`config.mk`:
```
export PLATFORM = sky130hd
export DESIGN_NAME = pipelined_cla_adder
export DESIGN_NICKNAME = d
export VERILOG_FILES = /design/src/rtl/pipelined_cla_adder_pkg.sv /design/src/rtl/pipelined_cla_adder_cla_segment.sv /design/src/rtl/pipelined_cla_adder.sv
export SDC_FILE = /design/constraint.sdc
export NUM_CORES = 1
export LEC_CHECK = 0
export BUFFER_PORTS_ARGS = -buffer_cell sky130_fd_sc_hd__clkbuf_2
export CORE_MARGIN = 8
export CORE_UTILIZATION = 30
export DETAILED_ROUTE_END_ITERATION = 16
export GPL_TIMING_DRIVEN = 0
export SETUP_SLACK_MARGIN = 0.15
export SLEW_MARGIN = 0
export SYNTH_ARGS = -nofsm -noshare
export SYNTH_HDL_FRONTEND = slang
export SYNTH_SLANG_ARGS = --single-unit
```
`constraint.sdc`:
```
create_clock -name clk -period 7.08 [get_ports clk]
set_clock_uncertainty 0.05 [all_clocks]
set_input_delay 0.708 -clock clk [delete_from_list [all_inputs] [get_ports clk]]
set_output_delay 0.708 -clock clk [all_outputs]
set_load 0.005 [all_outputs]
```
`src/rtl/pipelined_cla_adder_pkg.sv`:
```
// pipelined_cla_adder_pkg: shared mode encoding and parameter sanity check
package pipelined_cla_adder_pkg;
  typedef enum logic {ADD = 1'b0, SUB = 1'b1} mode_e;
  function automatic bit stages_ok(int width, int stages);
    return stages >= 1 && stages <= width && width % stages == 0;
  endfunction
endpackage

```
`src/rtl/pipelined_cla_adder_cla_segment.sv`:
```
// cla_segment: combinational SEG-bit carry-lookahead adder
module cla_segment #(
  parameter int SEG = 8
) (
  input  logic [SEG-1:0] a,
  input  logic [SEG-1:0] b,
  input  logic           cin,
  output logic [SEG-1:0] sum,
  output logic           cout
);
  logic [SEG-1:0] g, p;
  logic [SEG:0] c;
  assign g = a & b;
  assign p = a ^ b;
  // every carry is a flat sum of generate terms gated by the propagate run above them
  always_comb begin
    logic t;
    t = 1'b0;
    c = '0;
    c[0] = cin;
    for (int i = 0; i < SEG; i++) begin
      t = cin;
      for (int k = 0; k <= i; k++) t = t & p[k];
      c[i+1] = t;
      for (int j = 0; j <= i; j++) begin
        t = g[j];
        for (int k = j + 1; k <= i; k++) t = t & p[k];
        c[i+1] = c[i+1] | t;
      end
    end
  end
  assign sum = p ^ c[SEG-1:0];
  assign cout = c[SEG];
endmodule

```
`src/rtl/pipelined_cla_adder.sv`:
```
// pipelined_cla_adder: STAGES-deep pipelined CLA adder/subtractor with valid/ready flow control
module pipelined_cla_adder
  import pipelined_cla_adder_pkg::*;
#(
  parameter int WIDTH  = 32,
  parameter int STAGES = 4
) (
  input  logic             clk,
  input  logic             rst,
  input  logic             in_valid,
  output logic             in_ready,
  input  logic [WIDTH-1:0] a,
  input  logic [WIDTH-1:0] b,
  input  logic             cin,
  input  logic             sub,
  output logic             out_valid,
  input  logic             out_ready,
  output logic [WIDTH-1:0] sum,
  output logic             cout,
  output logic             overflow,
  output logic             zero
);
  localparam int SEG = WIDTH / STAGES;
  if (!stages_ok(WIDTH, STAGES)) begin : g_bad
    $error("pipelined_cla_adder: WIDTH must be a positive multiple of STAGES");
  end
  logic [WIDTH-1:0] sa   [STAGES];
  logic [WIDTH-1:0] sb   [STAGES];
  logic [WIDTH-1:0] sacc [STAGES];
  logic             sc   [STAGES];
  logic             sv   [STAGES];
  logic             ld   [STAGES+1];
  assign sa[0] = a;
  assign sb[0] = mode_e'(sub) == SUB ? ~b : b;
  assign sc[0] = sub | cin;
  assign sv[0] = in_valid;
  assign sacc[0] = '0;
  assign ld[STAGES] = out_ready;
  assign in_ready = ld[0];
  for (genvar k = 0; k < STAGES; k++) begin : g_stage
    logic [SEG-1:0] s;
    logic [WIDTH-1:0] nacc;
    logic co, v;
    cla_segment #(.SEG(SEG)) u_seg (
      .a(sa[k][k*SEG +: SEG]),
      .b(sb[k][k*SEG +: SEG]),
      .cin(sc[k]),
      .sum(s),
      .cout(co)
    );
    always_comb begin
      nacc = sacc[k];
      nacc[k*SEG +: SEG] = s;
    end
    always_ff @(posedge clk) v <= rst ? 1'b0 : ld[k] ? sv[k] : v;
    // a stage can take a new beat when empty or when its occupant moves on this cycle
    assign ld[k] = !v || ld[k+1];
    if (k < STAGES - 1) begin : g_reg
      logic [WIDTH-1:0] ra, rb, racc;
      logic rc;
      always_ff @(posedge clk)
        if (rst) {ra, rb, racc, rc} <= '0;
        else if (ld[k] && sv[k]) {ra, rb, racc, rc} <= {sa[k], sb[k], nacc, co};
      assign sa[k+1] = ra;
      assign sb[k+1] = rb;
      assign sacc[k+1] = racc;
      assign sc[k+1] = rc;
      assign sv[k+1] = v;
    end else begin : g_out
      always_ff @(posedge clk)
        if (rst) {sum, cout, overflow, zero} <= '0;
        else if (ld[k] && sv[k]) begin
          sum <= nacc;
          cout <= co;
          overflow <= sa[k][WIDTH-1] == sb[k][WIDTH-1] && nacc[WIDTH-1] != sa[k][WIDTH-1];
          zero <= nacc == '0;
        end
      assign out_valid = v;
    end
  end
endmodule
```
==> results of run 1 <==
[power groups by stage]
stage	Sequential, mW	Combinational, mW	Clock, mW
2_1_floorplan	1.13	0.150	0
3_3_place_gp	1.13	0.218	0
3_5_place_dp	1.13	0.221	0
4_1_cts	1.11	0.222	0.976
5_1_grt	1.11	0.249	1.02
6_report	1.11	0.220	0.965
[flip-flops by register name (all words and copies together), names as in the netlist]
| signal | count |
|---|---|
| sum | 32 |
| g_stage.g_reg.ra | 48 |
| out_valid | 1 |
| overflow | 1 |
| g_stage.g_reg.rb | 48 |
| cout | 1 |
| g_stage.g_reg.rc | 3 |
| g_stage.v | 3 |
| g_stage.g_reg.racc | 48 |
| zero | 1 |
[per-stage QoR]
step | worst slack, ns | cells
2_1_floorplan | 4.01 | 963
3_3_place_gp | 3.35 | 1402
3_5_place_dp | 3.36 | 1402
4_1_cts | 3.80 | 1434
5_1_grt | 3.59 | 1434
6_report | 3.83 | 1434
[tightest hold or removal path, stage by stage (launching register included)]
cell	delay, ns
dfxtp_1	0.31
nand2_1	0.05
a21oi_1	0.05
[path summary, 6_finish.rpt]
| path | start | to | slack (ns) |
|---|---|---|---|
| min | g_stage[0].g_reg.ra[20] | g_stage[1].g_reg.ra[20] | 0.40 |
| min reg2reg | g_stage[0].g_reg.ra[20] | g_stage[1].g_reg.ra[20] | 0.40 |
| max reg2reg | g_stage[1].g_reg.rb[16] | g_stage[2].g_reg.racc[22] | 4.87 |
| max | sub | g_stage[0].g_reg.racc[7] | 3.83 |
[final cells by class]
class | count | area share (%)
multi-input combinational | 707 | 41.2
sequential | 186 | 39.5
timing repair buffer | 104 | 5.52
clock buffer | 17 | 4.51
tap | 335 | 4.45
buffer | 63 | 2.76
clock inverter | 15 | 1.74
inverter | 7 | 0.279
[per-layer routing]
metal	up-vias	GRT usage [%]	part of all wire, %
met3	14	3.43	5.2
met2	130	20.3	42
met4	0	3.75	1.2
li1	3478	-	-
met1	3087	19.3	52
met5	-	0	0
[cell usage after synthesis (all sizes together), types with 4 or more instances]
cell type and instances:
nor4 10, and2 4, a211oi 30, xor2 16
buf 21, xnor2 35, dfxtp 186, nand2 290
clkbuf 42, nand3 11, fa 4, nor2 52
or2 4, a21oi 155, inv 7, ha 36
o21a 5, o21ai 8, nor3 9
[logic make-up (layout without fill, tap and decap cells)]
kind of cell | after synthesis | after routing | synth area share, %
XOR/XNOR | 51 | 51 | 5.66
flip-flops | 186 | 186 | 47.2
adder cells (fa/ha/maj) | 40 | 40 | 6.72
AO/OA/AOI/OAI | 220 | 220 | 16.3
buffers and inverters | 70 | 206 | 3.63
AND/OR/NAND/NOR | 396 | 396 | 20.6
==> impl_table.tex, run 1 <==
\begin{tabular}{lr}
\hline
Metric & Value \\
\hline
\multicolumn{2}{l}{\textbf{Status}} \\
\quad Run status & completed \\
\multicolumn{2}{l}{\textbf{Layout}} \\
\quad Sequential Area & 3720 sq um \\
\quad Fin util & 36.3\% \\
\quad Final net count & 1,196 \\
\quad Finished layout cell area & 9420 sq um \\
\quad Layout cell share with drive strength beyond 1 & 15.5\% \\
\quad Area overhead of the layout relative to synthesis & 19.4\% \\
\quad Count of fill cells added during filler insertion & 2,797 \\
\quad Most frequent standard cell in the layout excluding fill and tap cells & nand2\_1 \\
\quad Number of antenna diodes & 0 \\
\quad Most frequent cells in the layout & 288 x nand2\_1, 186 x dfxtp\_1, 154 x a21oi\_1 \\
\quad Area of combinational cells with multiple inputs & 3880 sq um \\
\multicolumn{2}{l}{\textbf{Logic synthesis}} \\
\quad Commonest register cell after synthesis & dfxtp\_1 \\
\quad Synth Cell Area & 7900 sq um \\
\quad Ranking of synthesized cells by area & dfxtp\_1 47\%, nand2\_1 14\%, a21oi\_1 9.8\% \\
\quad Portion of synthesized cell area occupied by the leading cell type & 47.2\% \\
\quad Number of enable flip-flop cells after synthesis & 0 \\
\quad Number of synthesis warnings & 0 \\
\quad Synth cell types & 48 \\
\quad Synth async-reset ratio & 0\% \\
\quad Post-synthesis cell count & 963 \\
\quad Net count of the mapped netlist & 1,073 \\
\quad Mean area per synthesized cell & 8.20 sq um \\
\quad Post-synthesis register bit count & 186 \\
\quad Register area share after synthesis & 47.2\% \\
\quad Leading area contributor after synthesis & dfxtp\_1 \\
\multicolumn{2}{l}{\textbf{Global routing}} \\
\quad Antenna violations before repair & 0 \\
\quad GRT Total Usage & 13.7\% \\
\quad Maximum number of pins on one net before global-route repair & 18 \\
\quad Via count of the first global-routing pass & 6,467 \\
\quad Total overflow reported by the global router & 0 \\
\quad First-pass GRT wire length & 34,300 microns \\
\multicolumn{2}{l}{\textbf{Route}} \\
\quad Final ANT Viol Nets & 0 \\
\quad Ratio of routed vias to standard cells & 4.68 \\
\quad Remaining DRCs & 0 \\
\quad Routed vias & 6,709 \\
\quad Pre-Repair DR Iteration Count & 4 \\
\quad Overall routed net length & 21,500 microns \\
\quad WL per Instance & 15.0 microns \\
\quad DRC violation total after the first TritonRoute iteration & 454 \\
\multicolumn{2}{l}{\textbf{Timing}} \\
\quad Achievable Freq & 307 MHz \\
\quad Slew at the pin with the worst max-slew slack & 0.883 ns \\
\quad Max-slew headroom & 41.1\% \\
\quad Final critical path time including I/O delays and setup & 3.25 ns \\
\quad Setup repair after global routing missed its margin & no \\
\quad TNS Setup & 0 ns \\
\quad Worst hold margin & 0.401 ns \\
\quad Share of the clock period used by the worst path & 46.0\% \\
\quad Final Hold Violating Endpoints & 0 \\
\quad Number of max-slew violations in the final report & 0 \\
\quad Setup Viol. Count Final & 0 \\
\multicolumn{2}{l}{\textbf{Worst setup path}} \\
\quad Maximum fanout encountered on the critical timing path & 10 \\
\quad Required time at the endpoint of the critical path & 7.41 ns \\
\quad Most prevalent standard cell on the critical path & ha\_1 \\
\quad Delay contributed by the slowest stage of the critical path & 0.65 ns \\
\quad Ordered list of cells on the worst path & clkbuf\_1 -> buf\_2 -> xor2\_1 -> ha\_1 -> ha\_1 -> o21ai\_1 -> a21o\_1 -> a21oi\_1 -> o31a\_1 -> a2111oi\_0 -> a31o\_2 \\
\quad Worst Path Class, Setup & primary input to flop \\
\quad Number of cells on the worst reg-to-reg path & 8 \\
\quad Slowest cell on the critical path & a2111oi\_0 \\
\quad Worst endpoint data arrival time & 3.59 ns \\
\quad Startpoint Class & primary input \\
\quad Cell family contributing the most delay on the critical path & compound AO/OA/AOI/OAI gates \\
\quad Count of cell instances traversed by the critical path & 11 \\
\quad Endpoint type of the worst setup path & flop \\
\quad Worst path bufs/invs & 2 \\
\multicolumn{2}{l}{\textbf{Flow run}} \\
\quad Max-capacitance violation count & 0 \\
\multicolumn{2}{l}{\textbf{Die}} \\
\quad I/O pin cnt & 107 \\
\quad Overall die area & 31,800 sq um \\
\quad Initial standard-cell utilization of the core & 30.4\% \\
\quad Site row count & 59 \\
\quad Chip width & 178 microns \\
\quad Area inside the core boundary & 26,000 sq um \\
\quad Height of the die & 178 microns \\
\multicolumn{2}{l}{\textbf{CTS}} \\
\quad Number of buffers added by the clock tree synthesis step & 17 \\
\quad \# resized after CTS & 0 \\
\quad H-Tree Level Count & 4 \\
\quad TritonCTS clock tree & yes \\
\quad CTS root buf & clkbuf\_16 \\
\quad Number of buffers on the longest clock path & 2 \\
\quad Source-to-sink clock delay at the later pin of the worst-skew pair & 0.43 ns \\
\quad Clock-pin slew of the registers on the worst-case setup and hold paths & 0.07 ns \\
\quad Sinks on Clock Net & 186 \\
\quad Cts-stage hold buffer count & 0 \\
\quad Postcts setup bufs & 0 \\
\multicolumn{2}{l}{\textbf{Pwr}} \\
\quad Part of the power in registers & 48.4\% \\
\quad Worst IR Drop VDD & 0.000120 V \\
\quad Clock share of power & 42.0\% \\
\quad Net switching power figure & 594 uW \\
\quad PD cells & 244 nW/um\^{}2 \\
\quad Fraction of power consumed by combinational cells & 9.6\% \\
\quad LEAKAGE & 3.74 nW \\
\quad Cell-internal power & 1.70 mW \\
\quad Switching fraction of total power & 25.9\% \\
\quad PnR Total Power & 2.30 mW \\
\multicolumn{2}{l}{\textbf{Placed design}} \\
\quad Placed Instance Area & 8830 sq um \\
\quad Final Wtd Congestion & 0.824 \\
\quad Sum of net half-perimeters after detailed placement & 16,800 microns \\
\quad Buffers added on ports & 104 \\
\multicolumn{2}{l}{\textbf{Worst hold path}} \\
\quad Worst Hold Path Cells & 2 \\
\quad Worst hold path type & flop to flop \\
\hline
\end{tabular}
Power figures use the tool's default switching activity.
==> run 2: changes to the inputs <==
==> constraint.sdc (replaced) <==
create_clock -name clk -period 3.2 [get_ports clk]
set_clock_uncertainty 0.05 [all_clocks]
set_input_delay 0.32 -clock clk [delete_from_list [all_inputs] [get_ports clk]]
set_output_delay 0.32 -clock clk [all_outputs]
set_load 0.005 [all_outputs]
==> impl_table.tex, run 2 (same netlist as run 1, synthesis figures left out) <==
\begin{tabular}{lr}
\hline
Metric & Value \\
\hline
\multicolumn{2}{l}{\textbf{Status}} \\
\quad Run status & completed \\
\multicolumn{2}{l}{\textbf{CTS}} \\
\quad Number of buffers on the longest clock path & 2 \\
\quad Source-to-sink clock delay at the later pin of the worst-skew pair & 0.43 ns \\
\quad H-Tree Level Count & 4 \\
\quad TritonCTS clock tree & yes \\
\quad Number of buffers added by the clock tree synthesis step & 17 \\
\quad Sinks on Clock Net & 186 \\
\quad Postcts setup bufs & 0 \\
\quad Clock-pin slew of the registers on the worst-case setup and hold paths & 0.07 ns \\
\quad CTS root buf & clkbuf\_16 \\
\multicolumn{2}{l}{\textbf{Global routing}} \\
\quad First-pass GRT wire length & 34,300 microns \\
\quad Antenna violations before repair & 0 \\
\quad GRT Total Usage & 13.7\% \\
\quad Maximum number of pins on one net before global-route repair & 18 \\
\quad Total overflow reported by the global router & 0 \\
\quad Via count of the first global-routing pass & 6,467 \\
\multicolumn{2}{l}{\textbf{Die}} \\
\quad Height of the die & 178 microns \\
\quad Chip width & 178 microns \\
\quad Overall die area & 31,800 sq um \\
\quad Site row count & 59 \\
\quad I/O pin cnt & 107 \\
\quad Area inside the core boundary & 26,000 sq um \\
\quad Initial standard-cell utilization of the core & 30.4\% \\
\multicolumn{2}{l}{\textbf{Worst setup path}} \\
\quad Delay contributed by the slowest stage of the critical path & 0.58 ns \\
\quad Ordered list of cells on the worst path & clkbuf\_1 -> buf\_2 -> xor2\_1 -> ha\_1 -> ha\_1 -> o21ai\_1 -> a21o\_1 -> a21oi\_1 -> o31a\_1 -> a2111oi\_1 -> a31o\_2 \\
\quad Slowest cell on the critical path & a2111oi\_1 \\
\quad Worst path bufs/invs & 2 \\
\quad Count of cell instances traversed by the critical path & 11 \\
\quad Number of cells on the worst reg-to-reg path & 8 \\
\quad Worst endpoint data arrival time & 3.12 ns \\
\quad Startpoint Class & primary input \\
\quad Cell family contributing the most delay on the critical path & compound AO/OA/AOI/OAI gates \\
\quad Worst Path Class, Setup & primary input to flop \\
\quad Maximum fanout encountered on the critical timing path & 10 \\
\quad Worst reg-to-reg setup slack & 0.98 ns \\
\quad Endpoint type of the worst setup path & flop \\
\quad Most prevalent standard cell on the critical path & ha\_1 \\
\quad Required time at the endpoint of the critical path & 3.53 ns \\
\multicolumn{2}{l}{\textbf{Layout}} \\
\quad Final net count & 1,196 \\
\quad Fin util & 36.3\% \\
\quad Count of fill cells added during filler insertion & 2,796 \\
\quad Most frequent cells in the layout & 288 x nand2\_1, 186 x dfxtp\_1, 154 x a21oi\_1 \\
\quad Number of antenna diodes & 0 \\
\quad Most frequent standard cell in the layout excluding fill and tap cells & nand2\_1 \\
\quad Area overhead of the layout relative to synthesis & 19.4\% \\
\quad Finished layout cell area & 9430 sq um \\
\quad Layout cell share with drive strength beyond 1 & 15.5\% \\
\multicolumn{2}{l}{\textbf{Timing}} \\
\quad Share of the clock period used by the worst path & 86.9\% \\
\quad Achievable Freq & 360 MHz \\
\quad Max-slew headroom & 41.6\% \\
\quad Number of max-slew violations in the final report & 0 \\
\quad Slew at the pin with the worst max-slew slack & 0.876 ns \\
\quad Final critical path time including I/O delays and setup & 2.78 ns \\
\quad Setup Viol. Count Final & 0 \\
\quad Setup repair after global routing missed its margin & no \\
\quad Final Hold Violating Endpoints & 0 \\
\quad Worst Setup Slack, final & 0.419 ns \\
\quad Worst hold margin & 0.0475 ns \\
\multicolumn{2}{l}{\textbf{Placed design}} \\
\quad Buffers added on ports & 104 \\
\quad Sum of net half-perimeters after detailed placement & 16,800 microns \\
\quad Final Wtd Congestion & 0.824 \\
\quad Placed Instance Area & 8830 sq um \\
\quad Setup slack after placement & -0.136 ns \\
\multicolumn{2}{l}{\textbf{Flow run}} \\
\quad Max-capacitance violation count & 0 \\
\multicolumn{2}{l}{\textbf{Worst hold path}} \\
\quad Worst hold path type & primary input to flop \\
\quad Worst Hold Path Cells & 3 \\
\multicolumn{2}{l}{\textbf{Pwr}} \\
\quad LEAKAGE & 3.74 nW \\
\quad PD cells & 539 nW/um\^{}2 \\
\quad Worst IR Drop VDD & 0.000263 V \\
\multicolumn{2}{l}{\textbf{Route}} \\
\quad Overall routed net length & 21,400 microns \\
\quad Final ANT Viol Nets & 0 \\
\quad DRC violation total after the first TritonRoute iteration & 459 \\
\quad Remaining DRCs & 0 \\
\quad Pre-Repair DR Iteration Count & 5 \\
\quad Routed vias & 6,712 \\
\quad Ratio of routed vias to standard cells & 4.68 \\
\quad WL per Instance & 14.9 microns \\
\hline
\end{tabular}
## run 2: area by class of cell
class | count | area (sq um) | area share [%]
well taps | 335 | 419 | 4.45
multi-input cells | 707 | 3890 | 41.2
plain buffers | 63 | 260 | 2.76
flip-flops and latches | 186 | 3720 | 39.5
clock inverters | 15 | 164 | 1.74
inverters | 7 | 26.3 | 0.279
repair buffers | 104 | 520 | 5.52
clock buffers | 17 | 425 | 4.51
## run 2: final timing paths
check	startpoint	end
worst max register to register	g_stage[1].g_reg.rb[16]	g_stage[2].g_reg.racc[22]
worst min-delay path	a[12]	g_stage[0].g_reg.ra[12]
worst max-delay path	sub	g_stage[0].g_reg.racc[7]
worst min register to register	g_stage[0].g_reg.ra[21]	g_stage[1].g_reg.ra[21]
## run 2: metrics by stage
stage | power [mW] | instances | TNS (ns)
2_1_floorplan | 2.82 | 963 | 0
3_3_place_gp | 2.99 | 1402 | -0.139
3_5_place_dp | 3.00 | 1402 | -0.136
4_1_cts | 5.11 | 1434 | 0
5_1_grt | 5.28 | 1434 | 0
6_report | 5.08 | 1434 | 0
## run 2: what timing repair did
action                                  4_1_cts  5_1_grt
endpoints found under the setup margin        0        1
gates resized for setup                       0        1
hold buffers                                  0        0
## run 2: tightest hold or removal path, cell delays in order
cell and delay, ns:
clkbuf_2 0.08, nand2_1 0.04, a21oi_1 0.05
## run 2: power by group
| part | leakage (nW) | internal [mW] | switching, mW |
|---|---|---|---|
| sequential | 1.52 | 2.40 | 0.0567 |
| combinational | 1.94 | 0.197 | 0.291 |
| clock | 0.291 | 1.17 | 0.963 |
## run 2: routing by layer
metal,share of wire [%],track usage [%],vias up
met1,51,19.3,3084
met5,0,0,-
met2,42,20.3,136
met4,1.2,3.75,0
li1,-,-,3477
met3,5.6,3.43,15
==> run 3: changes to the inputs <==
--- a/config.mk
+++ b/config.mk
@@ -8,8 +8,10 @@
 export BUFFER_PORTS_ARGS = -buffer_cell sky130_fd_sc_hd__clkbuf_2
 export CORE_MARGIN = 8
 export CORE_UTILIZATION = 30
+export CTS_BUF_LIST = sky130_fd_sc_hd__clkbuf_4
 export DETAILED_ROUTE_END_ITERATION = 16
 export GPL_TIMING_DRIVEN = 0
+export REMOVE_ABC_BUFFERS = 1
 export SETUP_SLACK_MARGIN = 0.15
 export SLEW_MARGIN = 0
 export SYNTH_ARGS = -nofsm -noshare
==> impl_table.tex, run 3 (same netlist as run 1, synthesis figures left out) <==
\begin{tabular}{lr}
\hline
Metric & Value \\
\hline
\multicolumn{2}{l}{\textbf{Status}} \\
\quad Run status & completed \\
\multicolumn{2}{l}{\textbf{Layout}} \\
\quad Layout cell share with drive strength beyond 1 & 14.9\% \\
\quad Finished layout cell area & 9510 sq um \\
\quad Final net count & 1,187 \\
\quad Area overhead of the layout relative to synthesis & 20.5\% \\
\quad Count of fill cells added during filler insertion & 2,749 \\
\quad Most frequent cells in the layout & 287 x nand2\_1, 186 x dfxtp\_1, 154 x a21oi\_1 \\
\quad Most frequent standard cell in the layout excluding fill and tap cells & nand2\_1 \\
\multicolumn{2}{l}{\textbf{Placed design}} \\
\quad Placed Instance Area & 8730 sq um \\
\quad Setup slack after placement & -0.505 ns \\
\quad Buffers added on ports & 106 \\
\quad Final Wtd Congestion & 0.749 \\
\quad Sum of net half-perimeters after detailed placement & 13,000 microns \\
\multicolumn{2}{l}{\textbf{CTS}} \\
\quad Number of buffers added by the clock tree synthesis step & 17 \\
\quad Source-to-sink clock delay at the later pin of the worst-skew pair & 0.58 ns \\
\quad Number of buffers on the longest clock path & 2 \\
\quad Postcts setup bufs & 0 \\
\quad H-Tree Level Count & 4 \\
\quad Clock-pin slew of the registers on the worst-case setup and hold paths & 0.14 ns \\
\quad CTS root buf & clkbuf\_4 \\
\quad TritonCTS clock tree & yes \\
\quad Sinks on Clock Net & 186 \\
\multicolumn{2}{l}{\textbf{Worst setup path}} \\
\quad Ordered list of cells on the worst path & clkbuf\_4 -> xor2\_1 -> ha\_1 -> ha\_1 -> o21ai\_1 -> a21o\_1 -> a21oi\_1 -> o31a\_1 -> a2111oi\_0 -> a31o\_2 \\
\quad Slowest cell on the critical path & a2111oi\_0 \\
\quad Worst path bufs/invs & 1 \\
\quad Cell family contributing the most delay on the critical path & compound AO/OA/AOI/OAI gates \\
\quad Maximum fanout encountered on the critical timing path & 33 \\
\quad Most prevalent standard cell on the critical path & ha\_1 \\
\quad Worst endpoint data arrival time & 3.11 ns \\
\quad Startpoint Class & primary input \\
\quad Worst Path Class, Setup & primary input to flop \\
\quad Endpoint type of the worst setup path & flop \\
\quad Required time at the endpoint of the critical path & 3.67 ns \\
\quad Delay contributed by the slowest stage of the critical path & 0.59 ns \\
\multicolumn{2}{l}{\textbf{Timing}} \\
\quad Setup repair after global routing missed its margin & no \\
\quad Setup Viol. Count Final & 0 \\
\quad Number of max-slew violations in the final report & 0 \\
\quad Share of the clock period used by the worst path & 82.7\% \\
\quad Final Hold Violating Endpoints & 0 \\
\quad Final critical path time including I/O delays and setup & 2.65 ns \\
\quad Worst hold margin & 0.0630 ns \\
\quad Max-slew headroom & 11.2\% \\
\quad TNS Setup & 0 ns \\
\quad Achievable Freq & 378 MHz \\
\quad Slew at the pin with the worst max-slew slack & 1.33 ns \\
\quad Worst Setup Slack, final & 0.554 ns \\
\multicolumn{2}{l}{\textbf{Pwr}} \\
\quad Cell-internal power & 3.07 mW \\
\quad PD cells & 451 nW/um\^{}2 \\
\quad Fraction of power consumed by combinational cells & 11.8\% \\
\quad Clock share of power & 31.1\% \\
\quad LEAKAGE & 3.75 nW \\
\quad Net switching power figure & 1.23 mW \\
\quad PnR Total Power & 4.30 mW \\
\quad Switching fraction of total power & 28.6\% \\
\quad Worst IR Drop VDD & 0.000254 V \\
\quad Part of the power in registers & 57.1\% \\
\multicolumn{2}{l}{\textbf{Die}} \\
\quad Chip width & 178 microns \\
\quad I/O pin cnt & 107 \\
\quad Initial standard-cell utilization of the core & 30.4\% \\
\quad Height of the die & 178 microns \\
\quad Overall die area & 31,800 sq um \\
\quad Area inside the core boundary & 26,000 sq um \\
\quad Site row count & 59 \\
\multicolumn{2}{l}{\textbf{Worst hold path}} \\
\quad Worst hold path type & primary input to flop \\
\multicolumn{2}{l}{\textbf{Global routing}} \\
\quad Via count of the first global-routing pass & 6,202 \\
\quad Antenna violations before repair & 1 \\
\quad First-pass GRT wire length & 31,500 microns \\
\quad Maximum number of pins on one net before global-route repair & 117 \\
\quad GRT Total Usage & 12.3\% \\
\quad Total overflow reported by the global router & 0 \\
\multicolumn{2}{l}{\textbf{Route}} \\
\quad Remaining DRCs & 0 \\
\quad Overall routed net length & 19,300 microns \\
\quad Pre-Repair DR Iteration Count & 4 \\
\quad WL per Instance & 13.6 microns \\
\quad Routed vias & 6,594 \\
\quad Final ANT Viol Nets & 0 \\
\quad Ratio of routed vias to standard cells & 4.62 \\
\quad DRC violation total after the first TritonRoute iteration & 413 \\
\multicolumn{2}{l}{\textbf{Flow run}} \\
\quad Max-capacitance violation count & 0 \\
\hline
\end{tabular}
## run 3: cell count changes in the layout (fill, tap and decap cells not counted), sizes merged
| cell | previous run | this run |
|---|---|---|
| dlygate4sd3 | 0 | 48 |
| bufinv | 2 | 1 |
| clkbuf | 163 | 124 |
| clkinvlp | 1 | 2 |
| diode | 0 | 1 |
| buf | 21 | 4 |
| clkinv | 6 | 5 |
## run 3: metrics by stage
stage          instances  util (%)
6_report            1426      36.6
5_1_grt             1426      36.6
3_3_place_gp        1341      33.0
3_5_place_dp        1345      33.6
4_1_cts             1425      36.6
2_1_floorplan        900         -
## run 3: power groups by stage
stage	combinational [mW]	sequential, mW	clock, mW
after global placement	0.455	2.50	0
final	0.508	2.45	1.34
after detailed placement	0.469	2.50	0
after floorplan	0.281	2.49	0
after CTS	0.518	2.45	1.39
after global routing	0.576	2.46	1.49
## run 3: final cells by class
type                            instances  area (sq um)  share of cell area (%)
Clock buffer                           18           135                    1.42
Clock inverter                         14           159                    1.67
Timing Repair Buffer                  158          1130                    11.9
Sequential cell                       186          3720                    39.1
Antenna cell                            1          2.50                  0.0263
Tap cell                              335           419                    4.41
Multi-Input combinational cell        707          3920                    41.2
Inverter                                7          26.3                   0.276
## run 3: path summary, 6_finish.rpt
kind	slack, ns	depth (start not counted)	endpoint	start
min reg2reg	0.38	2	g_stage[2].g_reg.rb[24]	g_stage[1].g_reg.rb[24]
max	0.55	10	g_stage[0].g_reg.racc[7]	sub
max reg2reg	0.59	6	zero	out_valid
min	0.06	3	g_stage[0].g_reg.rb[24]	b[24]
## run 3: what timing repair did
| action | CTS | global route |
|---|---|---|
| resized for setup | 1 | 0 |
| setup endpoints to repair | 1 | 0 |
| hold buffers | 48 | 0 |
| hold endpoints to repair | 48 | 0 |
## run 3: worst register-to-register path, delay by kind of cell, from the launching register on
kind	cells	cell delay [ns]
DFF	1	0.35
and+or+nand+nor	5	1.98
AOI/OAI and AO/OA	1	0.18
## run 3: metal layers
metal | part of all wire (%) | track usage (%) | routed length, microns
met5 | 0 | 0 | 0
met1 | 50 | 16.6 | 9600
met2 | 44 | 19.5 | 8540
met3 | 5.4 | 3.05 | 1040
met4 | 0.80 | 2.89 | 154
